$ cat src/rtl/mem_resp_model.sv
// mem_resp_model: fetch + data request/response memory model sharing one word array.
// Optional MEM_STARTUP_DELAY_EN holds both request readies low for STARTUP_CYCLES after reset.

module mem_resp_chan #(
   parameter int DATA_W      = 32,
   parameter int LATENCY     = 1,
   parameter int OUTSTANDING = 4
) (
   input  logic              clk,
   input  logic              rst_n,
   input  logic              acc,
   input  logic [DATA_W-1:0] acc_data,
   input  logic              resp_ready,
   output logic              resp_valid,
   output logic [DATA_W-1:0] resp_data,
   output logic              slot_free
);
   localparam int CW = $clog2(OUTSTANDING + 1);
   localparam int PW = (OUTSTANDING > 1) ? $clog2(OUTSTANDING) : 1;

   logic              push;
   logic              pop;
   logic [DATA_W-1:0] push_data;
   logic [DATA_W-1:0] fifo_q [OUTSTANDING];
   logic [PW-1:0]     wr_ptr;
   logic [PW-1:0]     rd_ptr;
   logic [CW-1:0]     fifo_cnt;
   logic [CW-1:0]     flight_cnt;

   // The FIFO write itself is the last latency stage.
   generate
      if (LATENCY == 1) begin : g_direct
         assign push      = acc;
         assign push_data = acc_data;
      end else begin : g_pipe
         logic [LATENCY-2:0] pipe_v;
         logic [DATA_W-1:0]  pipe_d [LATENCY-1];

         always_ff @(posedge clk or negedge rst_n) begin
            if (!rst_n) begin
               pipe_v <= '0;
            end else begin
               pipe_v[0] <= acc;
               for (int i = 1; i < LATENCY - 1; i++)
                  pipe_v[i] <= pipe_v[i-1];
            end
         end

         always_ff @(posedge clk) begin
            pipe_d[0] <= acc_data;
            for (int i = 1; i < LATENCY - 1; i++)
               pipe_d[i] <= pipe_d[i-1];
         end

         assign push      = pipe_v[LATENCY-2];
         assign push_data = pipe_d[LATENCY-2];
      end
   endgenerate

   assign resp_valid = (fifo_cnt != '0);
   assign resp_data  = resp_valid ? fifo_q[rd_ptr] : '0;
   assign pop        = resp_valid && resp_ready;
   assign slot_free  = (flight_cnt < CW'(OUTSTANDING));

   always_ff @(posedge clk or negedge rst_n) begin
      if (!rst_n) begin
         wr_ptr     <= '0;
         rd_ptr     <= '0;
         fifo_cnt   <= '0;
         flight_cnt <= '0;
      end else begin
         if (push)
            wr_ptr <= (wr_ptr == PW'(OUTSTANDING - 1)) ? '0 : wr_ptr + PW'(1);
         if (pop)
            rd_ptr <= (rd_ptr == PW'(OUTSTANDING - 1)) ? '0 : rd_ptr + PW'(1);
         fifo_cnt   <= fifo_cnt + CW'(push) - CW'(pop);
         flight_cnt <= flight_cnt + CW'(acc) - CW'(pop);
      end
   end

   always_ff @(posedge clk) begin
      if (push)
         fifo_q[wr_ptr] <= push_data;
   end
endmodule


$ cat config.mk
export PLATFORM = sky130hd
export DESIGN_NAME = mem_resp_chan
export DESIGN_NICKNAME = d
export VERILOG_FILES = /design/src/rtl/mem_resp_model.sv
export SDC_FILE = /design/constraint.sdc
export NUM_CORES = 1
export LEC_CHECK = 0
export CAP_MARGIN = 10
export CELL_PAD_IN_SITES_DETAIL_PLACEMENT = 0
export CELL_PAD_IN_SITES_GLOBAL_PLACEMENT = 1
export CORE_MARGIN = 5
export CORE_UTILIZATION = 43
export DETAILED_ROUTE_END_ITERATION = 10
export PLACE_DENSITY_LB_ADDON = 0.08
export SLEW_MARGIN = 10
export SYNTH_ARGS = -nofsm -noshare
export SYNTH_HDL_FRONTEND = slang
export SYNTH_SLANG_ARGS = --single-unit
export TNS_END_PERCENT = 1
$ cat constraint.sdc
create_clock -name clk -period 1.8 [get_ports clk]
set_input_delay 0.36 -clock clk [delete_from_list [all_inputs] [get_ports clk]]
set_output_delay 0.36 -clock clk [all_outputs]
set_load 0.1 [all_outputs]
==> implementation parameters <==
Parameter                              Value

Routing
  Routed wire length per instance    18.5 um
  DRC    0
  Number of DRC violations after detailed-routing iteration 0    145
  Vias per cell    4.92
  Total vias in the final route    2631
  Post-detailed-route count of antenna-violating nets    0
  Post-Route WL    9.91 mm
  Total iterations of the first detailed-routing run    4

Floorplan
  Die X    122 um
  Core region area    12500 um2
  Full die area    15000 um2
  Row Count    41
  Initial core utilization    0.434
  Height of the die    122 um
  # IOs    70

Min path
  Class of the tightest hold or removal check    input port to async pin

Finish
  Layout overhead on the synthesized area    41.7%
  Fillcell total    922
  Fraction of final layout cells with drive strength greater than 1    0.468
  Final std cells w/o fill    535
  # nets final    395
  Diodes inserted    0

STA
  Final setup violation count    34
  Rel. slew slack    0.673
  Final hold slack    0.286 ns
  Max-slew violation total from the final report    0
  Clock period minus worst slack    2.28 ns
  Measured slew at the worst slew-check pin    0.489 ns
  Clk_skew    0.00576 ns
  Setup repair after global routing missed its margin    true
  Post-route fraction of the period consumed by the critical path    1.27
  Fin. Hold Viols    0
  Achievable Freq    438 MHz
  Final worst-path setup slack    -0.485 ns

Synth
  Most frequent cell after synthesis    edfxtp_1
  Post-synthesis cell area    5440 um2
  Top cells by area in the synthesized netlist    edfxtp_1 71%, mux4_2 12%, dfrtp_1 4.6%
  Synth cell count leaders    128 x edfxtp_1, 36 x and2_1, 28 x mux4_2, 10 x dfrtp_1, 7 x ha_1
  YS warnings    0
  Number of synthesized flops with an enable pin    128
  Mean post-synth cell area    21.9 um2
  Number of different library cells in the post-synthesis netlist    22
  Number of instances in the synthesized netlist    248
  Fraction of synthesis flops using an asynchronous set or reset pin    0.0725
  Sequential cell area fraction in the yosys report    0.753
  Area fraction of the dominant cell type after synthesis    0.707
  Yosys top cell by area    edfxtp_1
  Number of storage elements in the synthesis netlist    138
  Nets in the synthesized netlist    293
  Top FF cell, synth    edfxtp_1

Clocking
  Num CTS Buffers    17
  Clock tree from TritonCTS    yes
  Clock-pin slew on the worst setup and hold paths    0.06 ns
  Quantity of hold-fixing buffers added after cts    0
  Clock latency at the later pin of the worst-skew pair    0.40 ns
  H-tree depth reported by CTS    4
  Buffer levels on the longest clock path    2
  Clk sinks    138
  CTS root buffer    clkbuf_16

Critical path
  Cell with the most instances on the worst path    buf_12
  Reg2reg path depth    6
  Critical path fanouts, max    8
  Worst setup SP type    flip-flop
  Data required time at the worst endpoint    1.44 ns
  Critical-path cell list    buf_12 -> clkbuf_16 -> mux4_2 -> and2_4 -> buf_12
  Endpoint class of the critical path    primary output
  Delay contributed by the slowest stage of the critical path    0.49 ns
  Critical path start-end classification    flip-flop to primary output
  Slowest cell on the critical path    mux4_2
  CP Data Arrival Time    1.92 ns

GRT
  Wire length of the first global-routing pass    15.3 mm
  Initial antenna violation count    0
  Met3 usage in global routing    0.0452
  Number of global-route vias before repair    2851
  Met2 track utilization from global routing    0.241
  Overall routing resource usage    0.142
  Total congestion overflow    0
  Maximum number of pins on one net before global-route repair    34
  Top Usage Layer GRT    met2
  Met1 usage in global routing    0.171

Status
  Violations in the final reports    negative setup slack
  Run status    complete, but fails checks

Placed design
  Count of buffers inserted at the top-level ports    69
  Pre-CTS worst setup slack    -0.302 ns
  Final HPWL DP    6.26 mm
  Placed cell count    500
  RD Place Congestion    0.706

Run
  Maximum capacitance violations    0
==> flip-flops by register name, indices dropped and copies added (netlist names) <==
| name | flops |
|---|---|
| fifo_cnt | 3 |
| fifo_q | 128 |
| flight_cnt | 3 |
| rd_ptr | 2 |
| wr_ptr | 2 |
==> kinds of logic after synthesis <==
| family | share of synthesized area |
|---|---|
| AOI/OAI and AO/OA | 0.00414 |
| xor gates and xnor gates | 0.00805 |
| adders and majority gates | 0.0235 |
| buffers and inverters | 0.0221 |
| DFF | 0.753 |
| muxes | 0.141 |
| and+or+nand+nor | 0.0479 |
==> placed cells by master (no fill, tap or decap), types with 3 or more instances in the layout <==
cell | synthesis | final
buf_12 | 3 | 50
clkinvlp_4 | 0 | 3
ha_1 | 7 | 7
dfrtp_1 | 10 | 7
edfxtp_1 | 128 | 128
inv_1 | 5 | 5
clkbuf_16 | 0 | 19
xnor2_1 | 5 | 4
and2_4 | 0 | 32
clkinv_4 | 0 | 3
buf_4 | 0 | 6
dfrtp_2 | 0 | 3
clkinv_2 | 0 | 3
clkdlybuf4s50_1 | 0 | 35
bufinv_16 | 0 | 3
and2_2 | 0 | 4
mux4_2 | 28 | 32
==> layer usage <==
layer  share of wire  wire length [um]
met4           0.012               114
met1            0.40              4000
met2            0.53              5280
met3           0.051               510
met5               0                 0
==> repair_timing <==
action                                  CTS  global route
setup buffers                             0             1
gates cloned                              0             2
gates resized for setup                   9            30
endpoints found under the setup margin   35            35
==> worst paths after layout <==
kind | slack [ns] | from | endpoint
max | -0.48 | rd_ptr[0]$_DFFE_PN0P_ | resp_data[23]
min | 0.29 | rst_n | fifo_cnt[2]$_DFF_PN0_
max reg2reg | -0.04 | fifo_cnt[1]$_DFF_PN0_ | fifo_cnt[2]$_DFF_PN0_
min reg2reg | 0.57 | flight_cnt[2]$_DFF_PN0_ | flight_cnt[2]$_DFF_PN0_
max in group asynchronous | 1.16 | rst_n | rd_ptr[1]$_DFFE_PN0P_
min in group clk | 0.57 | flight_cnt[2]$_DFF_PN0_ | flight_cnt[2]$_DFF_PN0_
==> stage by stage <==
stage	TNS (ns)	cell area [um2]	utilization
detailed placement	-5.36	6960	0.556
finish	-14.91	7710	0.616
global placement	-3.89	6960	0.556
floorplan	-1.69	5490	-
CTS	-16.40	7590	0.606
global route	-17.23	7710	0.616
==> layout make-up <==
cell class              count  area (um2)  share of cell area
clock inverters            15         175              0.0227
multi-input cells          94        1320               0.171
repair buffers             94        1460               0.189
inverters                   5        18.8             0.00244
flip-flops and latches    138        4100               0.532
well taps                 172         215              0.0279
clock buffers              17         425              0.0552
==> worst max-delay path: cells and delay by family (launching register included) <==
family | cells | cell delay, ns
buffers and inverters | 3 | 0.47
multiplexers | 1 | 0.49
flip-flops | 1 | 0.37
AND/OR/NAND/NOR | 1 | 0.18
Power is left out: the tool's default activity adds up to more than one toggle a clock period on the data nets, which glitch-free logic cannot reach.
